$ cat config.mk
export PLATFORM = sky130hd
export DESIGN_NAME = dict_ram_arbiter_flat
export DESIGN_NICKNAME = d
export VERILOG_FILES = /design/src/rtl/dict_ram_arbiter_pkg.sv /design/src/rtl/dict_ram_arbiter_if.sv /design/src/rtl/dict_ram_arbiter_rr_arbiter2.sv /design/src/rtl/dict_ram_arbiter.sv /design/src/flat_wrapper.sv
export SDC_FILE = /design/constraint.sdc
export NUM_CORES = 1
export LEC_CHECK = 0
export CORE_MARGIN = 1
export CORE_UTILIZATION = 43
export DETAILED_ROUTE_END_ITERATION = 10
export PLACE_DENSITY = 0.95
export RECOVER_POWER = 50
export SYNTH_ARGS = -nofsm -noshare
export SYNTH_HDL_FRONTEND = slang
export SYNTH_HIERARCHICAL = 1
export SYNTH_SLANG_ARGS = --single-unit
export TNS_END_PERCENT = 10
$ cat constraint.sdc
create_clock -name clk -period 5.55 [get_ports clk]
set_input_delay 1.11 -clock clk [delete_from_list [all_inputs] [get_ports clk]]
set_output_delay 1.11 -clock clk [all_outputs]
set_load 0.01 [all_outputs]
$ cat src/rtl/dict_ram_arbiter_pkg.sv
// Shared definitions for the LZW dictionary RAM arbiter: default widths,
// FSM state encoding and arbiter requester indices.
package dict_ram_arbiter_pkg;

  localparam int unsigned DICT_ADDR_W = 12;
  localparam int unsigned DICT_DATA_W = 16;

  // Requester slots in the 2-way arbiter vectors.
  localparam int unsigned RdIdx = 0;
  localparam int unsigned WrIdx = 1;

  typedef enum logic [0:0] {
    StInit = 1'b0,
    StIdle = 1'b1
  } arb_state_e;

endpackage

$ cat src/rtl/dict_ram_arbiter_if.sv
// Search-read and insert-write handshake bundle between the LZW datapath
// (master) and the dictionary RAM arbiter (slave).
interface dict_ram_arbiter_if
  import dict_ram_arbiter_pkg::*;
#(
  parameter int unsigned ADDR_W = DICT_ADDR_W,
  parameter int unsigned DATA_W = DICT_DATA_W
) ();

  logic              rd_req;
  logic [ADDR_W-1:0] rd_addr;
  logic              rd_gnt;
  logic              rd_valid;
  logic [DATA_W-1:0] rd_data;
  logic              wr_req;
  logic [ADDR_W-1:0] wr_addr;
  logic [DATA_W-1:0] wr_data;
  logic              wr_gnt;

  modport master (
    output rd_req, rd_addr, wr_req, wr_addr, wr_data,
    input  rd_gnt, rd_valid, rd_data, wr_gnt
  );

  modport slave (
    input  rd_req, rd_addr, wr_req, wr_addr, wr_data,
    output rd_gnt, rd_valid, rd_data, wr_gnt
  );

endinterface

$ cat src/rtl/dict_ram_arbiter_rr_arbiter2.sv
// Two-way round-robin arbiter with per-requester masks. Only true conflicts
// (both requesting, neither masked) consult and update the last-winner bit.
module rr_arbiter2
  import dict_ram_arbiter_pkg::*;
(
  input  logic       clk,
  input  logic       reset,
  input  logic       en_i,
  input  logic [1:0] req_i,
  input  logic [1:0] mask_i,
  output logic [1:0] gnt_o
);

  // Index of the last conflict winner; reset to read so write wins first.
  logic       last_q, last_d;
  logic [1:0] live;

  // Combinational grant: single live request wins, conflicts alternate.
  always_comb begin
    live   = req_i & ~mask_i & {2{en_i}};
    gnt_o  = live;
    last_d = last_q;
    if (&live) begin
      gnt_o          = '0;
      gnt_o[WrIdx]   = ~last_q;
      gnt_o[RdIdx]   = last_q;
      last_d         = ~last_q;
    end
  end

  // Last-winner register.
  always_ff @(posedge clk) begin
    if (reset) begin
      last_q <= 1'b0;
    end else begin
      last_q <= last_d;
    end
  end

endmodule

$ cat src/rtl/dict_ram_arbiter.sv
// Single-port LZW dictionary RAM arbiter: zero-fill sweep after reset or on
// init_req, then round-robin sharing between search reads and insert writes.
// All RAM-side outputs are registered; read data returns two cycles after
// the request is sampled.
// Optional feature macro: ARB_STATS_EN adds saturating grant/conflict counters.
module dict_ram_arbiter
  import dict_ram_arbiter_pkg::*;
#(
  parameter int unsigned ADDR_W = DICT_ADDR_W,
  parameter int unsigned DATA_W = DICT_DATA_W
`ifdef ARB_STATS_EN
  ,
  parameter int unsigned STAT_W = 16
`endif
) (
  input  logic              clk,
  input  logic              reset,
  input  logic              init_req_i,
  output logic              busy_o,
  dict_ram_arbiter_if.slave bus,
  output logic [ADDR_W-1:0] ram_addr_o,
  output logic              ram_re_o,
  output logic              ram_we_o,
  output logic [DATA_W-1:0] ram_wdata_o,
  input  logic [DATA_W-1:0] ram_rdata_i
`ifdef ARB_STATS_EN
  ,
  input  logic              stat_clr_i,
  output logic [STAT_W-1:0] stat_rd_cnt_o,
  output logic [STAT_W-1:0] stat_wr_cnt_o,
  output logic [STAT_W-1:0] stat_conf_cnt_o
`endif
);

  arb_state_e        state_q, state_d;
  logic [ADDR_W-1:0] sweep_q, sweep_d;
  logic              busy_q, busy_d;
  logic              rd_gnt_q, rd_gnt_d;
  logic              wr_gnt_q, wr_gnt_d;
  logic              rd_valid_q;
  logic              ram_re_q, ram_re_d;
  logic              ram_we_q, ram_we_d;
  logic [ADDR_W-1:0] ram_addr_q, ram_addr_d;
  logic [DATA_W-1:0] ram_wdata_q, ram_wdata_d;
  logic [1:0]        arb_gnt;
  logic              arb_en;

  // No grants while sweeping or in the cycle that requests a new sweep.
  assign arb_en = (state_q == StIdle) && !init_req_i;

  rr_arbiter2 u_rr (
    .clk    (clk),
    .reset  (reset),
    .en_i   (arb_en),
    .req_i  ({bus.wr_req, bus.rd_req}),
    .mask_i ({wr_gnt_q, rd_gnt_q}),
    .gnt_o  (arb_gnt)
  );

  // Next-state: sweep sequencing, mode changes and RAM command selection.
  always_comb begin
    state_d     = state_q;
    sweep_d     = sweep_q;
    ram_re_d    = 1'b0;
    ram_we_d    = 1'b0;
    ram_addr_d  = ram_addr_q;
    ram_wdata_d = ram_wdata_q;
    rd_gnt_d    = arb_gnt[RdIdx];
    wr_gnt_d    = arb_gnt[WrIdx];
    unique case (state_q)
      StInit: begin
        ram_we_d    = 1'b1;
        ram_addr_d  = sweep_q;
        ram_wdata_d = '0;
        if (init_req_i) begin
          sweep_d = '0;
        end else if (sweep_q == '1) begin
          state_d = StIdle;
          sweep_d = '0;
        end else begin
          sweep_d = sweep_q + ADDR_W'(1);
        end
      end
      StIdle: begin
        if (init_req_i) begin
          state_d = StInit;
          sweep_d = '0;
        end else if (arb_gnt[WrIdx]) begin
          ram_we_d    = 1'b1;
          ram_addr_d  = bus.wr_addr;
          ram_wdata_d = bus.wr_data;
        end else if (arb_gnt[RdIdx]) begin
          ram_re_d   = 1'b1;
          ram_addr_d = bus.rd_addr;
        end
      end
      default: state_d = StInit;
    endcase
    busy_d = (state_d == StInit);
  end

  // FSM and registered outputs; reset drops any read in flight.
  always_ff @(posedge clk) begin
    if (reset) begin
      state_q     <= StInit;
      sweep_q     <= '0;
      busy_q      <= 1'b1;
      rd_gnt_q    <= 1'b0;
      wr_gnt_q    <= 1'b0;
      rd_valid_q  <= 1'b0;
      ram_re_q    <= 1'b0;
      ram_we_q    <= 1'b0;
      ram_addr_q  <= '0;
      ram_wdata_q <= '0;
    end else begin
      state_q     <= state_d;
      sweep_q     <= sweep_d;
      busy_q      <= busy_d;
      rd_gnt_q    <= rd_gnt_d;
      wr_gnt_q    <= wr_gnt_d;
      rd_valid_q  <= rd_gnt_q;
      ram_re_q    <= ram_re_d;
      ram_we_q    <= ram_we_d;
      ram_addr_q  <= ram_addr_d;
      ram_wdata_q <= ram_wdata_d;
    end
  end

  assign busy_o       = busy_q;
  assign ram_addr_o   = ram_addr_q;
  assign ram_re_o     = ram_re_q;
  assign ram_we_o     = ram_we_q;
  assign ram_wdata_o  = ram_wdata_q;
  assign bus.rd_gnt   = rd_gnt_q;
  assign bus.wr_gnt   = wr_gnt_q;
  assign bus.rd_valid = rd_valid_q;
  // RAM read data is only forwarded in its valid cycle.
  assign bus.rd_data  = rd_valid_q ? ram_rdata_i : '0;

`ifdef ARB_STATS_EN
  logic [STAT_W-1:0] rd_cnt_q, wr_cnt_q, conf_cnt_q;
  logic              conf_hit;

  assign conf_hit = arb_en & bus.rd_req & bus.wr_req & ~rd_gnt_q & ~wr_gnt_q;

  // Saturating counters; clear has priority over increment.
  always_ff @(posedge clk) begin
    if (reset || stat_clr_i) begin
      rd_cnt_q   <= '0;
      wr_cnt_q   <= '0;
      conf_cnt_q <= '0;
    end else begin
      if (rd_gnt_d && (rd_cnt_q != '1)) rd_cnt_q <= rd_cnt_q + STAT_W'(1);
      if (wr_gnt_d && (wr_cnt_q != '1)) wr_cnt_q <= wr_cnt_q + STAT_W'(1);
      if (conf_hit && (conf_cnt_q != '1)) conf_cnt_q <= conf_cnt_q + STAT_W'(1);
    end
  end

  assign stat_rd_cnt_o   = rd_cnt_q;
  assign stat_wr_cnt_o   = wr_cnt_q;
  assign stat_conf_cnt_o = conf_cnt_q;
`endif

endmodule
$ cat src/flat_wrapper.sv
// flat-port wrapper written by rule: the top's interface ports become plain ports
module dict_ram_arbiter_flat import dict_ram_arbiter_pkg::*;
#(
  parameter int unsigned ADDR_W = DICT_ADDR_W,
  parameter int unsigned DATA_W = DICT_DATA_W

)
  (clk, reset, init_req_i, busy_o, ram_addr_o, ram_re_o, ram_we_o, ram_wdata_o, ram_rdata_i, bus_rd_req, bus_rd_addr, bus_wr_req, bus_wr_addr, bus_wr_data, bus_rd_gnt, bus_rd_valid, bus_rd_data, bus_wr_gnt);
  dict_ram_arbiter_if #(.ADDR_W(ADDR_W), .DATA_W(DATA_W)) bus_i ();
  input  logic clk;
  input  logic reset;
  input  logic init_req_i;
  output logic busy_o;
  output logic [ADDR_W-1:0] ram_addr_o;
  output logic ram_re_o;
  output logic ram_we_o;
  output logic [DATA_W-1:0] ram_wdata_o;
  input  logic [DATA_W-1:0] ram_rdata_i;
  input wire logic [$bits(bus_i.rd_req)-1:0] bus_rd_req;
  input wire logic [$bits(bus_i.rd_addr)-1:0] bus_rd_addr;
  input wire logic [$bits(bus_i.wr_req)-1:0] bus_wr_req;
  input wire logic [$bits(bus_i.wr_addr)-1:0] bus_wr_addr;
  input wire logic [$bits(bus_i.wr_data)-1:0] bus_wr_data;
  output wire logic [$bits(bus_i.rd_gnt)-1:0] bus_rd_gnt;
  output wire logic [$bits(bus_i.rd_valid)-1:0] bus_rd_valid;
  output wire logic [$bits(bus_i.rd_data)-1:0] bus_rd_data;
  output wire logic [$bits(bus_i.wr_gnt)-1:0] bus_wr_gnt;
  assign bus_i.rd_req = bus_rd_req;
  assign bus_i.rd_addr = bus_rd_addr;
  assign bus_i.wr_req = bus_wr_req;
  assign bus_i.wr_addr = bus_wr_addr;
  assign bus_i.wr_data = bus_wr_data;
  assign bus_rd_gnt = bus_i.rd_gnt;
  assign bus_rd_valid = bus_i.rd_valid;
  assign bus_rd_data = bus_i.rd_data;
  assign bus_wr_gnt = bus_i.wr_gnt;
  dict_ram_arbiter #(.ADDR_W(ADDR_W), .DATA_W(DATA_W)) u_core (.clk(clk), .reset(reset), .init_req_i(init_req_i), .busy_o(busy_o), .bus(bus_i), .ram_addr_o(ram_addr_o), .ram_re_o(ram_re_o), .ram_we_o(ram_we_o), .ram_wdata_o(ram_wdata_o), .ram_rdata_i(ram_rdata_i));
endmodule
==> results of run 1 <==
cell usage after synthesis, types with 2 or more instances:
cell type | instances | area [um2]
o211ai_1 | 11 | 82.6
buf_2 | 6 | 30.0
a21oi_1 | 19 | 95.1
nor3_1 | 3 | 15.0
nand2b_1 | 4 | 25.0
inv_1 | 4 | 15.0
dfxtp_1 | 48 | 961
and2_1 | 17 | 106
and3_1 | 3 | 18.8
nand3_1 | 6 | 30.0
clkbuf_1 | 8 | 30.0
mux2i_1 | 12 | 120
nor2_1 | 13 | 48.8
a22o_1 | 16 | 140
xor2_1 | 4 | 35.0
o21ai_0 | 6 | 30.0
nor2b_1 | 7 | 43.8
o221a_1 | 2 | 22.5
nand2_1 | 28 | 105
worst max-delay path by stage:
stage	end	slack [ns]	cells after the start
final	u_core/ram_wdata_o[7]	1.68	9
after global routing	u_core/ram_wdata_o[9]	1.45	9
after CTS	u_core/ram_wdata_o[7]	1.78	9
after detailed placement	u_core/ram_wdata_o[6]	1.48	9
after global placement	u_core/ram_wdata_o[3]	1.60	9
after floorplan	u_core/ram_addr_o[4]	2.92	9
logic make-up (layout without fill, tap and decap cells):
kind of cell / after synthesis / after routing / share of synthesized area (%)
AOI/OAI and AO/OA: 59 / 59 / 19.2
buffers and inverters: 19 / 125 / 3.72
adders and majority gates: 1 / 1 / 0.581
DFF: 48 / 48 / 44.6
and+or+nand+nor: 93 / 93 / 24.2
muxes: 12 / 12 / 5.58
xor gates and xnor gates: 5 / 5 / 2.03
cell usage in the layout (no fill, tap or decap), types with 2 or more instances in the layout:
cell type,n
a22o_1,16
nand2_1,28
nand3_1,6
nand2b_1,4
inv_1,4
xor2_1,4
clkdlybuf4s50_1,75
nor2_1,13
buf_4,3
a21oi_1,19
clkinv_4,2
and3_1,3
nor2b_1,7
o21ai_0,6
dlygate4sd3_1,35
dfxtp_1,48
o211ai_1,11
mux2i_1,12
and2_1,17
nor3_1,3
clkbuf_8,5
o221a_1,2
per-layer routing:
metal  up-vias  part of all wire, %
met3         9                  7.9
met5         -                    0
met4         0                  1.3
met1      1011                   38
met2        87                   53
li1       1056                    -
flip-flops by register name (all words and copies together), names as in the netlist:
signal / flops
u_core/bus.rd_gnt: 1
u_core/bus.rd_valid: 1
u_core/bus.wr_gnt: 1
u_core/busy_o: 1
u_core/ram_addr_o: 12
u_core/ram_re_o: 1
u_core/ram_wdata_o: 16
u_core/ram_we_o: 1
u_core/state_q: 1
u_core/sweep_q: 12
u_core/u_rr/last_q: 1
critical path, stage by stage:
cell           delay, ns
dlygate4sd3_1       0.60
nor2b_1             0.32
inv_1               0.09
a311oi_2            0.72
buf_4               0.31
inv_1               0.08
nor2_1              0.13
and2_1              0.53
a22o_1              0.23
cell type report:
cell class                      count  area share, %
Clock buffer                        5           2.01
Clock inverter                      3           1.39
Inverter                            4          0.439
Multi-Input combinational cell    170           32.7
Sequential cell                    48           28.1
Tap cell                           67           2.45
Timing Repair Buffer              113           32.9
where the power goes:
part           total [mW]  switching (mW)  internal [mW]
logic              0.0558          0.0144         0.0415
clock network       0.260           0.125          0.136
registers           0.347         0.00153          0.346
==> impl_metrics.toml, run 1 <==
[status]
outcome = "complete, no violations"

[setup_path]
reg2reg_from = "u_core/state_q"
reg2reg_slack_ns = 2.38
crit_path_start_kind = "input port"
crit_path_start = "init_req_i"
cp_data_required_time_ns = 5.80
reg2reg_depth = 9
crit_fanout = 16
critPathKind = "in -> reg"
worstReg2RegEnd = "u_core/ram_wdata_o[7]"
cp.arrival_ns = 4.12
endpoint_kind = "flip-flop"

[place]
dp_cells = 402
post-place-ws_ns = 1.48
dpl-instance-area_mm2 = 0.00330
port_buffers = 110
place_hpwl_mm = 4.47
gp_congestion = 0.877

[layout]
instances_no_fill = 410
regArea_um2 = 961
multi_input_area_mm2 = 0.00112
fin_util_pct = 71.4
design_area_mm2 = 0.00342
syn2layout_area_growth_pct = 58.7
drive_gt1_share_pct = 5.83
fin_nets = 404
antenna_cells = 0
fillers = 359

[clock_tree]
cts_resized = 0
clock_latency_ns = 0.31
clockBufferDepth = 2
clk_pin_slew_ns = 0.09
cts_hold_buf = 0
cts_setup_buffers = 0
numCtsBuffers = 5
cts_tree = "built"
root_buffer = "clkbuf_8"
cts.sinks = 48
htreeDepth = 2

[yosys]
yosysSeqAreaShare_pct = 44.6
synth_cells = 237
synth_cell_type_count = 39
synthFlopType = "dfxtp_1"
syn_area_mm2 = 0.00215
syn_nets = 299
yosysWarnings = 6
syn_avg_cell_area_um2 = 9.09
ys_seq_elements = 48
synthArstFlopShare_pct = 0
synth_edf_count = 0

[sta]
clock_skew_ns = 0.0100
layout_setup_ws_ns = 1.68
hold_viol = 0
slew_violations = 0
worst_pin_slew_ns = 1.06
fin_crit_ns = 3.87
setup_viol = 0
whs_ns = 0.453
finalCritPeriodShare_pct = 69.7
final.setup.tns_ns = 0
rsz0062_at_grt = "no"
max-slew-margin-rel_pct = 29.0
fmax_mhz = 259

[power]
p_per_area_mw_per_mm2 = 194
p_total_mw = 0.663
p_leak_nw = 1.34
vdd_ir_drop_max_mv = 0.168

[floorplanning]
ios = 111
rows = 25
die_w_um = 72.8
fp.dieH_um = 72.8
dieArea_mm2 = 0.00529
coreArea_mm2 = 0.00479
initial_core_util_pct = 45.0

[drt]
drc_errors = 0
viasPerCell = 5.28
routed_wirelength_mm = 5.88
vias = 2163
first_pass_iters = 4
wl_per_cell_um = 14.3
drt_iter0_markers = 107
antenna_left = 0

[worst_hold_path]
hp-start = "u_core/ram_addr_o[4]"
min_to = "u_core/ram_addr_o[4]"
worstHoldPathType = "reg -> reg"
holdPathStages = 2

[global_routing]
grt_first_pass_wirelength_mm = 9.38
antenna_found_initial = 0
grt_max_degree = 44
grt_pass1_vias = 2052
met2_usage_pct = 45.2
grtUsageMet3_pct = 5.25
grt_overflow = 0
busiest_layer = "met2"
grt_util_all_layers_pct = 23.0
grt_util_met1_pct = 23.6

[run]
max_cap_viol_count = 0
No activity file was read; power rests on OpenSTA's default activity.
==> run 2, diff against run 1 <==
--- a/config.mk
+++ b/config.mk
@@ -6,9 +6,9 @@
 export NUM_CORES = 1
 export LEC_CHECK = 0
 export CORE_MARGIN = 1
-export CORE_UTILIZATION = 43
+export CORE_UTILIZATION = 36
 export DETAILED_ROUTE_END_ITERATION = 10
-export PLACE_DENSITY = 0.95
+export PLACE_DENSITY = 0.87
 export RECOVER_POWER = 50
 export SYNTH_ARGS = -nofsm -noshare
 export SYNTH_HDL_FRONTEND = slang
==> constraint.sdc (replaced) <==
create_clock -name clk -period 3.3 [get_ports clk]
set_input_delay 0.66 -clock clk [delete_from_list [all_inputs] [get_ports clk]]
set_output_delay 0.66 -clock clk [all_outputs]
set_load 0.01 [all_outputs]
==> impl_metrics.toml, run 2 (same netlist as run 1, synthesis figures left out) <==
[drt]
drc_errors = 0
wl_per_cell_um = 14.8
vias = 2138
antenna_left = 0
viasPerCell = 5.13
drt_iter0_markers = 113
routed_wirelength_mm = 6.17
first_pass_iters = 4

[global_routing]
grt_util_all_layers_pct = 19.9
antenna_found_initial = 0
grt_pass1_vias = 2026
grt_max_degree = 43
grt_first_pass_wirelength_mm = 9.75
grt_overflow = 0

[sta]
slew_violations = 0
whs_ns = 0.452
finalCritPeriodShare_pct = 88.3
setup_viol = 0
fin_crit_ns = 2.91
clock_skew_ns = 0.00944
final.setup.tns_ns = 0
rsz0062_at_grt = "no"
hold_viol = 0
worst_pin_slew_ns = 0.701
fmax_mhz = 343
max-slew-margin-rel_pct = 53.3

[floorplanning]
dieArea_mm2 = 0.00629
initial_core_util_pct = 38.2
rows = 27
fp.dieH_um = 79.3
ios = 111
die_w_um = 79.3
coreArea_mm2 = 0.00564

[setup_path]
crit_fanout = 16
crit_top_cell = "inv_1"
reg2reg_from = "u_core/state_q"
cp.arrival_ns = 3.16
crit_path_start_kind = "input port"
crit_path_max_incr_delay_ns = 0.54
reg2reg_depth = 7
cp_data_required_time_ns = 3.54
reg2reg_slack_ns = 0.92
worstReg2RegEnd = "u_core/ram_wdata_o[0]"
crit_buf_inv = 3
critPathKind = "in -> reg"
cp_cell_sequence = "clkdlybuf4s50_1, nor2b_1, inv_1, a311oi_2, inv_1, nor2_1, and2_1, a22o_1"
endpoint_kind = "flip-flop"
slowest_stage = "and2_1"
crit_family = "simple AND/OR/NAND/NOR gates"

[clock_tree]
cts_resized = 0
cts_tree = "built"
clock_latency_ns = 0.30
clk_pin_slew_ns = 0.09
root_buffer = "clkbuf_8"
cts.sinks = 48
cts_setup_buffers = 0
clockBufferDepth = 2
htreeDepth = 2
numCtsBuffers = 5
cts_hold_buf = 0

[power]
pwr-share-comb_pct = 8.5
vdd_ir_drop_max_mv = 0.165
clockPowerShare_pct = 39.0
p_leak_nw = 1.35
p_per_area_mw_per_mm2 = 324
p_sw_share_pct = 19.3
power.share.sequential_pct = 52.4
p_switching_mw = 0.215
p_int_mw = 0.899
p_total_mw = 1.11

[place]
gp_congestion = 0.910
place_hpwl_mm = 4.63
port_buffers = 110

[run]
max_cap_viol_count = 0

[worst_hold_path]
holdPathStages = 2
min_to = "u_core/ram_addr_o[4]"
worstHoldPathType = "reg -> reg"
hp-start = "u_core/ram_addr_o[4]"

[layout]
largest_reg_flops = 16
fin_nets = 406
drive_gt1_share_pct = 6.09
layout_common_cells = "76 x clkdlybuf4s50_1, 48 x dfxtp_1, 34 x dlygate4sd3_1, 28 x nand2_1, 19 x a21oi_1"
syn2layout_area_growth_pct = 59.8
antenna_cells = 0
layout_commonest_cell = "clkdlybuf4s50_1"

[status]
outcome = "complete, no violations"
==> run 2: how the worst max path moves through the flow <==
stage | slack [ns] | to | from | cells after the start
global route | 0.18 | u_core/ram_wdata_o[5] | init_req_i | 8
CTS | 0.44 | u_core/ram_wdata_o[5] | init_req_i | 8
floorplan | 1.12 | u_core/ram_addr_o[4] | init_req_i | 9
finish | 0.39 | u_core/ram_wdata_o[0] | init_req_i | 8
global placement | 0.36 | u_core/ram_wdata_o[1] | init_req_i | 8
detailed placement | 0.16 | u_core/ram_wdata_o[0] | init_req_i | 8
==> run 2: area by class of cell <==
| class | instances | area [um2] |
|---|---|---|
| inverters | 4 | 15.0 |
| multi-input cells | 170 | 1120 |
| clock inverters | 2 | 38.8 |
| repair buffers | 115 | 1130 |
| fillers | 450 | 2200 |
| clock buffers | 6 | 82.6 |
| well taps | 72 | 90.1 |
| flip-flops and latches | 48 | 961 |
==> run 2: power by group through the flow <==
stage	Clock, mW	Combinational (mW)	Sequential [mW]
2_1_floorplan	0	0.0154	0.597
3_3_place_gp	0	0.0954	0.597
3_5_place_dp	0	0.0960	0.597
4_1_cts	0.443	0.0971	0.584
5_1_grt	0.464	0.101	0.584
6_report	0.435	0.0952	0.584
==> run 2: metrics by stage <==
stage	util [%]	instances	setup WS [ns]	cell area [um2]
after floorplan	-	237	1.12	2150
after global placement	58.9	409	0.359	3320
after detailed placement	58.9	409	0.156	3320
after CTS	61.1	417	0.444	3440
after global routing	61.0	417	0.178	3440
final	61.0	417	0.387	3440
==> run 2: layer usage <==
layer,track usage [%],share of wire [%],vias up
met5,0,0,-
met4,5.45,0.76,0
met3,4.37,6.6,6
met2,37.4,53,79
met1,22.2,40,1002
li1,-,-,1051
==> run 2: tightest hold or removal path: cells and delay by family (launching register included) <==
family	cells	cell delay [ns]
DFF	1	0.31
and+or+nand+nor	1	0.05
AOI/OAI and AO/OA	1	0.05
==> run 3, diff against run 2 <==
--- a/config.mk
+++ b/config.mk
@@ -10,8 +10,9 @@
 export DETAILED_ROUTE_END_ITERATION = 10
 export PLACE_DENSITY = 0.87
 export RECOVER_POWER = 50
+export REMOVE_ABC_BUFFERS = 1
 export SYNTH_ARGS = -nofsm -noshare
 export SYNTH_HDL_FRONTEND = slang
 export SYNTH_HIERARCHICAL = 1
 export SYNTH_SLANG_ARGS = --single-unit
-export TNS_END_PERCENT = 10
+export TNS_END_PERCENT = 50
==> impl_metrics.toml, run 3 (same netlist as run 1, synthesis figures left out) <==
[sta]
finalCritPeriodShare_pct = 82.3
rsz0062_at_grt = "no"
clock_skew_ns = 0.0104
fin_crit_ns = 2.72
hold_viol = 0
whs_ns = 0.450
fmax_mhz = 368
worst_pin_slew_ns = 0.972
setup_viol = 0
slew_violations = 0
max-slew-margin-rel_pct = 35.0

[layout]
largest_reg_flops = 16
antenna_cells = 0
layout_common_cells = "76 x clkdlybuf4s50_1, 48 x dfxtp_1, 34 x dlygate4sd3_1, 28 x nand2_1, 19 x a21oi_1"
syn2layout_area_growth_pct = 60.9
fin_util_pct = 61.4
layout_commonest_cell = "clkdlybuf4s50_1"
instances_no_fill = 418
fin_nets = 407
drive_gt1_share_pct = 6.36
fillers = 449

[clock_tree]
cts_hold_buf = 0
htreeDepth = 2
cts_setup_buffers = 0
clock_latency_ns = 0.30
cts_tree = "built"
clockBufferDepth = 2
numCtsBuffers = 5
cts.sinks = 48
clk_pin_slew_ns = 0.09
root_buffer = "clkbuf_8"
cts_resized = 0

[setup_path]
crit_top_cell = "inv_1"
slowest_stage = "dlygate4sd3_1"
reg2reg_from = "u_core/state_q"
crit_family = "buffers and inverters"
crit_path_start_kind = "input port"
crit_fanout = 16
worstReg2RegEnd = "u_core/ram_wdata_o[14]"
cp_data_required_time_ns = 3.55
crit_path_max_incr_delay_ns = 0.61
cp.arrival_ns = 2.96
crit_buf_inv = 4
reg2reg_depth = 8
cp_cell_sequence = "dlygate4sd3_1, nor2b_1, inv_1, a311oi_2, buf_4, inv_1, nor2_1, and2_1, a22o_1"
critPathKind = "in -> reg"
reg2reg_slack_ns = 1.21
endpoint_kind = "flip-flop"

[drt]
drc_errors = 0
viasPerCell = 5.09
routed_wirelength_mm = 5.65
first_pass_iters = 4
drt_iter0_markers = 121
wl_per_cell_um = 13.5
antenna_left = 0
vias = 2127

[floorplanning]
die_w_um = 79.3
rows = 27
coreArea_mm2 = 0.00564
ios = 111
fp.dieH_um = 79.3
dieArea_mm2 = 0.00629
initial_core_util_pct = 38.2

[run]
max_cap_viol_count = 0

[global_routing]
busiest_layer = "met2"
grt_overflow = 0
grt_util_all_layers_pct = 19.0
grtUsageMet3_pct = 4.83
grt_util_met1_pct = 22.7
antenna_found_initial = 0
grt_pass1_vias = 2063
grt_first_pass_wirelength_mm = 9.34
grt_max_degree = 43
met2_usage_pct = 32.9

[worst_hold_path]
holdPathStages = 2
min_to = "u_core/ram_addr_o[4]"
hp-start = "u_core/ram_addr_o[4]"
worstHoldPathType = "reg -> reg"

[power]
p_per_area_mw_per_mm2 = 340
p_leak_nw = 1.36
vdd_ir_drop_max_mv = 0.189

[place]
place_hpwl_mm = 4.26
dp_cells = 410
gp_congestion = 0.843
port_buffers = 110

[status]
outcome = "complete, no violations"
## run 3: metrics by stage
| stage | power [mW] | area [um2] | TNS, ns | worst slack [ns] |
|---|---|---|---|---|
| 6_report | 1.18 | 3460 | 0 | 0.584 |
| 5_1_grt | 1.23 | 3460 | 0 | 0.391 |
| 4_1_cts | 1.19 | 3470 | 0 | 0.706 |
| 3_5_place_dp | 0.693 | 3330 | 0 | 0.391 |
| 3_3_place_gp | 0.692 | 3330 | 0 | 0.527 |
| 2_1_floorplan | 0.610 | 2090 | -19.66 | -0.884 |
## run 3: cell type report
cell class	count	area [um2]	share of cell area [%]
repair buffers	116	1140	33.0
flip-flops and latches	48	961	27.7
well taps	72	90.1	2.60
inverters	4	15.0	0.433
clock buffers	5	68.8	1.99
multi-input cells	170	1120	32.3
clock inverters	3	68.8	1.99
## run 3: power breakdown
group          switching [mW]  internal, mW  leakage, nW
combinational          0.0244        0.0704        0.899
clock                   0.196         0.305       0.0687
sequential            0.00227         0.581        0.387
total                   0.223         0.956         1.36
## run 3: worst min-delay path: cells and delay by family, from the launching register on
kind / cells / cell delay, ns
flops: 1 / 0.31
compound gates: 1 / 0.05
simple gates: 1 / 0.05
## run 3: metal layers
metal,up-vias,wire length (um)
met5,-,0
met1,957,2420
met2,103,2670
met4,0,63
li1,1059,-
met3,8,491
## run 3: how the worst max path moves through the flow
stage / startpoint / endpoint / depth (start not counted)
2_1_floorplan: u_core/state_q / u_core/ram_addr_o[5] / 7
3_3_place_gp: init_req_i / u_core/ram_wdata_o[5] / 9
3_5_place_dp: init_req_i / u_core/ram_wdata_o[14] / 9
4_1_cts: init_req_i / u_core/ram_wdata_o[14] / 9
5_1_grt: init_req_i / u_core/ram_wdata_o[7] / 9
6_report: init_req_i / u_core/ram_wdata_o[14] / 9
